--- src/rtl/ddr_arb_pkg.sv ---
// rtl/ddr_arb_pkg.sv - shared widths, enums and grant bit positions for the DDR arbiter
//
// Purpose: common types for ddr_arbiter and its priority picker.
// Ports:   none (package).
package ddr_arb_pkg;

  localparam int DDR_INDEX_W = 19;
  localparam int DDR_DATA_W  = 64;
  localparam int DDR_BURST_W = 512;

  typedef enum logic {
    ARB_IDLE,
    ARB_WAIT
  } arb_state_e;

  typedef enum logic [1:0] {
    CH_NONE,
    CH_STORE,
    CH_LOAD,
    CH_PC
  } arb_chan_e;

  // Bit positions inside the one-hot grant vector.
  localparam int GNT_STORE = 0;
  localparam int GNT_LOAD  = 1;
  localparam int GNT_PC    = 2;

endpackage

--- src/rtl/ddr_arb_prio_sel.sv ---
// rtl/ddr_arb_prio_sel.sv - combinational channel picker for the DDR arbiter
//
// Purpose: picks one requesting channel. Normal order is store > load > pc;
//          with pc_force_i set the order becomes pc > store > load.
// Ports:   store_valid_i, load_valid_i, pc_valid_i - request valids
//          pc_force_i                              - starvation override
//          grant_o                                 - one-hot grant (GNT_* bits)
//          chan_o                                  - granted channel, CH_NONE if idle
module ddr_arb_prio_sel
  import ddr_arb_pkg::*;
(
  input  logic       store_valid_i,
  input  logic       load_valid_i,
  input  logic       pc_valid_i,
  input  logic       pc_force_i,
  output logic [2:0] grant_o,
  output arb_chan_e  chan_o
);

  always_comb begin
    grant_o = '0;
    chan_o  = CH_NONE;
    if (pc_force_i && pc_valid_i) begin
      grant_o[GNT_PC] = 1'b1;
      chan_o          = CH_PC;
    end else if (store_valid_i) begin
      grant_o[GNT_STORE] = 1'b1;
      chan_o             = CH_STORE;
    end else if (load_valid_i) begin
      grant_o[GNT_LOAD] = 1'b1;
      chan_o            = CH_LOAD;
    end else if (pc_valid_i) begin
      grant_o[GNT_PC] = 1'b1;
      chan_o          = CH_PC;
    end
  end

endmodule

--- src/rtl/ddr_arbiter.sv ---
// rtl/ddr_arbiter.sv - three-channel arbiter in front of the single-port simddr interface
//
// Purpose: accepts one fetch/load/store request at a time, issues it to DDR
//          as a one-cycle chip_enable pulse, waits for ddr_operation_done and
//          returns data plus a done pulse to the owning channel. A starvation
//          counter lifts fetch to top priority, a watchdog ends lost requests.
// Ports:   clock, reset                    - clock, synchronous active-high reset
//          pc_*                            - fetch burst channel (512-bit read)
//          opload_*                        - load channel (64-bit read)
//          opstore_*                       - store channel (64-bit mask + data)
//          ddr_chip_enable/index/write_enable/burst_mode/opstore_* - DDR issue side
//          ddr_opload_read_data, ddr_pc_read_inst, ddr_operation_done, ddr_ready - DDR return side
//          err_timeout                     - sticky watchdog flag
module ddr_arbiter
  import ddr_arb_pkg::*;
#(
  parameter int STARVE_LIMIT   = 4,
  parameter int TIMEOUT_CYCLES = 1024
) (
  input  logic                   clock,
  input  logic                   reset,

  input  logic                   pc_index_valid,
  input  logic [DDR_INDEX_W-1:0] pc_index,
  output logic                   pc_index_ready,
  output logic [DDR_BURST_W-1:0] pc_read_inst,
  output logic                   pc_operation_done,

  input  logic                   opload_index_valid,
  input  logic [DDR_INDEX_W-1:0] opload_index,
  output logic                   opload_index_ready,
  output logic [DDR_DATA_W-1:0]  opload_read_data,
  output logic                   opload_operation_done,

  input  logic                   opstore_index_valid,
  input  logic [DDR_INDEX_W-1:0] opstore_index,
  input  logic [DDR_DATA_W-1:0]  opstore_write_mask,
  input  logic [DDR_DATA_W-1:0]  opstore_write_data,
  output logic                   opstore_index_ready,
  output logic                   opstore_operation_done,

  output logic                   ddr_chip_enable,
  output logic [DDR_INDEX_W-1:0] ddr_index,
  output logic                   ddr_write_enable,
  output logic                   ddr_burst_mode,
  output logic [DDR_DATA_W-1:0]  ddr_opstore_write_mask,
  output logic [DDR_DATA_W-1:0]  ddr_opstore_write_data,
  input  logic [DDR_DATA_W-1:0]  ddr_opload_read_data,
  input  logic [DDR_BURST_W-1:0] ddr_pc_read_inst,
  input  logic                   ddr_operation_done,
  input  logic                   ddr_ready,

  output logic                   err_timeout
);

  localparam int SC_W = $clog2(STARVE_LIMIT + 1);
  localparam int WD_W = (TIMEOUT_CYCLES > 2) ? $clog2(TIMEOUT_CYCLES) : 1;
  localparam logic [SC_W-1:0] STARVE_MAX = SC_W'(STARVE_LIMIT);
  localparam logic [WD_W-1:0] WD_LAST    = WD_W'(TIMEOUT_CYCLES - 1);

  arb_state_e             state_q, state_d;
  arb_chan_e              owner_q;
  logic [SC_W-1:0]        starve_q, starve_d;
  logic [WD_W-1:0]        wd_q, wd_d;

  logic                   issue_q;
  logic [DDR_INDEX_W-1:0] index_q;
  logic                   we_q;
  logic                   burst_q;
  logic [DDR_DATA_W-1:0]  mask_q;
  logic [DDR_DATA_W-1:0]  wdata_q;
  logic [DDR_BURST_W-1:0] pc_inst_q;
  logic [DDR_DATA_W-1:0]  ld_data_q;
  logic                   pc_done_q;
  logic                   ld_done_q;
  logic                   st_done_q;
  logic                   err_q;

  logic [2:0]             grant;
  arb_chan_e              sel_chan;
  logic                   pc_force;
  logic                   grant_ok;
  logic                   accept;
  logic                   finish;
  logic                   timeout_hit;
  logic [DDR_INDEX_W-1:0] sel_index;

  assign pc_force = (starve_q == STARVE_MAX);

  ddr_arb_prio_sel u_prio_sel (
    .store_valid_i (opstore_index_valid),
    .load_valid_i  (opload_index_valid),
    .pc_valid_i    (pc_index_valid),
    .pc_force_i    (pc_force),
    .grant_o       (grant),
    .chan_o        (sel_chan)
  );

  assign grant_ok = (state_q == ARB_IDLE) && ddr_ready;
  assign accept   = grant_ok && (|grant);

  // A real done wins over a watchdog expiry landing in the same cycle.
  assign finish      = (state_q == ARB_WAIT) && (ddr_operation_done || (wd_q == WD_LAST));
  assign timeout_hit = (state_q == ARB_WAIT) && !ddr_operation_done && (wd_q == WD_LAST);

  // State register
  always_ff @(posedge clock) begin
    if (reset) begin
      state_q <= ARB_IDLE;
    end else begin
      state_q <= state_d;
    end
  end

  // Next-state logic
  always_comb begin
    state_d = state_q;
    case (state_q)
      ARB_IDLE: if (accept) state_d = ARB_WAIT;
      ARB_WAIT: if (finish) state_d = ARB_IDLE;
      default:  state_d = ARB_IDLE;
    endcase
  end

  // Output logic: grants are combinational so valid && ready completes the handshake in-cycle.
  always_comb begin
    opstore_index_ready = 1'b0;
    opload_index_ready  = 1'b0;
    pc_index_ready      = 1'b0;
    if (grant_ok) begin
      opstore_index_ready = grant[GNT_STORE];
      opload_index_ready  = grant[GNT_LOAD];
      pc_index_ready      = grant[GNT_PC];
    end
  end

  always_comb begin
    sel_index = pc_index;
    if (grant[GNT_STORE]) begin
      sel_index = opstore_index;
    end else if (grant[GNT_LOAD]) begin
      sel_index = opload_index;
    end
  end

  // The starvation count only means something while fetch is actually waiting.
  always_comb begin
    starve_d = starve_q;
    if (!pc_index_valid || (accept && grant[GNT_PC])) begin
      starve_d = '0;
    end else if (accept && (starve_q != STARVE_MAX)) begin
      starve_d = starve_q + 1'b1;
    end
  end

  always_comb begin
    wd_d = '0;
    if ((state_q == ARB_WAIT) && !finish) begin
      wd_d = wd_q + 1'b1;
    end
  end

  always_ff @(posedge clock) begin
    if (reset) begin
      owner_q   <= CH_NONE;
      starve_q  <= '0;
      wd_q      <= '0;
      issue_q   <= 1'b0;
      index_q   <= '0;
      we_q      <= 1'b0;
      burst_q   <= 1'b0;
      mask_q    <= '0;
      wdata_q   <= '0;
      pc_inst_q <= '0;
      ld_data_q <= '0;
      pc_done_q <= 1'b0;
      ld_done_q <= 1'b0;
      st_done_q <= 1'b0;
      err_q     <= 1'b0;
    end else begin
      starve_q  <= starve_d;
      wd_q      <= wd_d;
      issue_q   <= accept;
      pc_done_q <= finish && (owner_q == CH_PC);
      ld_done_q <= finish && (owner_q == CH_LOAD);
      st_done_q <= finish && (owner_q == CH_STORE);

      if (accept) begin
        owner_q <= sel_chan;
        index_q <= sel_index;
        we_q    <= grant[GNT_STORE];
        burst_q <= grant[GNT_PC];
        mask_q  <= grant[GNT_STORE] ? opstore_write_mask : '0;
        wdata_q <= grant[GNT_STORE] ? opstore_write_data : '0;
      end else if (finish) begin
        owner_q <= CH_NONE;
        index_q <= '0;
        we_q    <= 1'b0;
        burst_q <= 1'b0;
        mask_q  <= '0;
        wdata_q <= '0;
      end

      // Read data is only captured on a genuine completion, never on a watchdog expiry.
      if (finish && ddr_operation_done && (owner_q == CH_PC)) begin
        pc_inst_q <= ddr_pc_read_inst;
      end
      if (finish && ddr_operation_done && (owner_q == CH_LOAD)) begin
        ld_data_q <= ddr_opload_read_data;
      end

      if (timeout_hit) begin
        err_q <= 1'b1;
      end
    end
  end

  assign ddr_chip_enable        = issue_q;
  assign ddr_index              = index_q;
  assign ddr_write_enable       = we_q;
  assign ddr_burst_mode         = burst_q;
  assign ddr_opstore_write_mask = mask_q;
  assign ddr_opstore_write_data = wdata_q;
  assign pc_read_inst           = pc_inst_q;
  assign opload_read_data       = ld_data_q;
  assign pc_operation_done      = pc_done_q;
  assign opload_operation_done  = ld_done_q;
  assign opstore_operation_done = st_done_q;
  assign err_timeout            = err_q;

endmodule

--- config.mk ---
export PLATFORM = sky130hd
export DESIGN_NAME = ddr_arbiter
export DESIGN_NICKNAME = d
export VERILOG_FILES = /design/src/rtl/ddr_arb_pkg.sv /design/src/rtl/ddr_arb_prio_sel.sv /design/src/rtl/ddr_arbiter.sv
export SDC_FILE = /design/constraint.sdc
export NUM_CORES = 2
export LEC_CHECK = 0
export BUFFER_PORTS_ARGS = -buffer_cell sky130_fd_sc_hd__buf_2
export CAP_MARGIN = 20
export CORE_AREA = 8 8 577 579
export DETAILED_ROUTE_END_ITERATION = 8
export DIE_AREA = 0 0 585 587
export PLACE_DENSITY = 0.3
export SYNTH_ARGS = -nofsm -noshare
export SYNTH_HDL_FRONTEND = slang
export SYNTH_SLANG_ARGS = --single-unit
export TNS_END_PERCENT = 5
--- constraint.sdc ---
create_clock -name clock -period 1.9 [get_ports clock]
set_input_delay 0.095 -clock clock [delete_from_list [all_inputs] [get_ports clock]]
set_output_delay 0.095 -clock clock [all_outputs]
set_load 0.02 [all_outputs]
==> results.toml <==
[run_status]
run_status = "complete, but fails checks"
failed_checks = "setup timing"

[timing]
fin_tns_setup_ps = -462
setup_viol = 3
min_period_over_period_pct = 109
final.hold.worst_slack_ps = 110
final.setup_skew_ps = 32.7
minimum_period_implied_by_the_final_worst_setup_slack_ps = 2070
grt_setup_unrepaired = "yes"
fin_ws_ps = -165
final-hold-violation-count = 0
max_clock_freq_ghz = 0.484
final_max_slew_viol_count = 0
timing.slew.headroom_pct = 42.8
timing_worst_slew_pin_value_ps = 859

[logic_synthesis]
netlist.top_cell.by_area = "dfxtp_1"
synth.cell_area_um2 = 25400
synth-warning-count = 0
synthCells = 3044
number_of_flip_flops_and_latches_in_the_synthesized_netlist = 746
postSynthAreaPerCell_um2 = 8.35
synth.yosys.seq_area_share_pct = 58.8
synth.lib_cells_used.distinct = 35
syn-num-nets = 3815
main_area_contributors_after_synthesis = "dfxtp_1 59%, nand2_1 17%, a21oi_1 11%, a22o_1 4.4%, clkbuf_1 3.3%"
synth_top_area_share_pct = 58.8

[worst_setup_path]
startpoint_type_of_the_worst_setup_path = "flop"
worstPathRequired_ps = 1800
rrSetupSlack_ps = 80
worst-endpoint-arrival_ps = 1970
criticalPathCategory = "reg2out"
reg2reg_from = "wd_q[9]"
r2r-end = "ddr_opstore_write_data[28]"
r2r_cells = 7
worstSetupEndpointType = "primary output"
worstPathMaxFanout = 3

[worst_hold_path]
whs_path_depth = 3
terminating_pin_of_the_worst_hold_path = "ddr_opstore_write_data[50]"
hold_start = "opstore_write_data[50]"
hp-class = "in2reg"

[job]
max_cap_violations = 0

[detailed_routing]
drt-initial-drc-count = 1784
wl_mm = 256
detail_route.drc_violations = 0
detail_route.wl_per_cell_um = 25.3
overall_via_count_from_detail_route = 33000
first_pass_iters = 5
drtAntennaViolNets = 0
vias_per_cell = 3.27

[cts]
clk_root_buffer_cell = "clkbuf_16"
htree_levels = 3
path_clk_slew_ps = 60
tritoncts = "built"
cts_sinks = 746
worst_skew_pair.late_latency_ps = 810
max_clock_buf_depth = 4
number_of_buffers_created_by_cts = 108

[die]
core.rowCount = 209
initial_utilization_pct = 7.86
floorplan.die.height_um = 587
num_io_pins = 1501
core_area_um2 = 323000
total_die_area_um2 = 343000
die_width_um = 585

[power]
ir_worst_vdd_uv = 638
power-per-cell-area_nw_per_um2 = 773
leakagePower_uw = 0.0223
post-layout-total-power_uw = 41600

[placement]
post-place-ws_ps = -22.5
dp_hpwl_mm = 216
place.port_buffers = 1500
finalWeightedCongestion = 0.910

[global_routing]
grt_antenna_before_repair = 183
grt_pass1_vias = 33600
wire_length_of_the_first_global_routing_pass_mm = 328
grt_start_max_net_pins = 119
grt_usage_pct = 14.1
gr-total-overflow = 0

[layout]
fraction_of_final_layout_cells_with_drive_strength_greater_than_1_pct = 32.8
areaGrowthSynthToFinish_pct = 112
final_core_util_pct = 16.6
finalNetCount = 6407
## placed cells by master (no fill, tap or decap), types with 16 or more instances in the layout
cell,instances
o221ai_1,19
dfxtp_1,738
nand2_1,1159
o2bb2ai_1,20
clkbuf_16,112
inv_1,22
dlygate4sd3_1,1052
a22o_1,128
clkbuf_8,28
diode_2,67
a21oi_1,578
buf_4,117
clkbuf_1,18
nor2_1,53
buf_12,41
clkinv_2,16
a31oi_1,20
buf_2,1496
## cells in the mapped netlist, drive strengths merged
cell type,count
nand2,1161
dfxtp,746
a21oi,578
clkbuf,223
a22o,128
nor2,57
inv,25
o2bb2ai,21
a31oi,20
o221ai,19
buf,18
xor2,7
nand3,5
and3,3
ha,3
nand4,3
nor3b,3
a32o,2
and4,2
nand2b,2
nand3b,2
nor3,2
nor4b,2
or2,2
xnor2,2
a211oi,1
a21o,1
a311oi,1
a41o,1
mux2i,1
nor2b,1
o21ai,1
or4b,1
## what timing repair did
action                                 4_1_cts  5_1_grt
gates resized for setup                     24       21
setup buffers                                5        5
gates cloned                                 0        4
pin swaps                                    3        5
setup endpoints to repair                   93      242
endpoints found under the hold margin      744        0
hold buffers                              1052        0
## metal layers
layer / share of wire, % / track usage [%]
met5: 0.19 / 0
met2: 46 / 23.7
met3: 11 / 6.29
met1: 40 / 16.3
met4: 2.5 / 3.14
## through the flow
stage / cells / instance area [µm²]
final: 10100 / 53800
after global routing: 10100 / 53700
after CTS: 10000 / 53400
after floorplan: 3044 / 25400
after detailed placement: 8786 / 39200
after global placement: 8786 / 39200
## how the worst max path moves through the flow
| stage | slack [ps] | startpoint | to | cells past startpoint |
|---|---|---|---|---|
| finish | -170 | starve_q[1] | opload_index_ready | 6 |
| global route | -340 | starve_q[0] | opload_index_ready | 6 |
| CTS | -360 | starve_q[1] | opstore_index_ready | 8 |
| detailed placement | -20 | starve_q[0] | ddr_opstore_write_data[1] | 8 |
| global placement | -80 | starve_q[0] | ddr_opstore_write_mask[57] | 8 |
| floorplan | 20 | starve_q[0] | ddr_opstore_write_mask[10] | 8 |
## final cells by class
| type | instances | area [µm²] |
|---|---|---|
| fillers | 36900 | 269000 |
| inverters | 25 | 93.8 |
| multi-input cells | 2032 | 9560 |
| repair buffers | 2723 | 20000 |
| clock buffers | 154 | 3160 |
| clock inverters | 41 | 437 |
| well taps | 4325 | 5410 |
| flip-flops and latches | 746 | 14900 |
| diodes | 67 | 168 |
## kinds of logic (layout without fill, tap and decap cells)
logic type,Yosys count,after routing,synth area share (%)
other cells,0,67,0
compound gates,773,773,17.9
fa+ha+maj,3,3,0.148
flops,746,746,58.8
xor+xnor,9,9,0.310
simple gates,1246,1246,18.7
buf+inv,266,2943,4.10
mux,1,1,0.0394
## registers in the layout (all words and copies together) (netlist names)
register	count
ddr_burst_mode	1
ddr_chip_enable	1
ddr_index	19
ddr_opstore_write_data	64
ddr_opstore_write_mask	64
ddr_write_enable	1
err_timeout	1
opload_operation_done	1
opload_read_data	64
opstore_operation_done	1
owner_q	2
pc_operation_done	1
pc_read_inst	512
starve_q	3
state_q	1
wd_q	10
## power breakdown
part           switching (µW)  internal, µW
registers                 140         15800
clock network            8630         12300
logic                    2190          2460
total                   11000         30600
## worst max-delay path, cell delays in order (launching register included)
cell and delay, ps:
dfxtp_2 330, inv_2 50, ha_4 160, nand3_4 110
buf_12 110, nor4b_4 200, buf_6 190
Power figures use the tool's default switching activity.
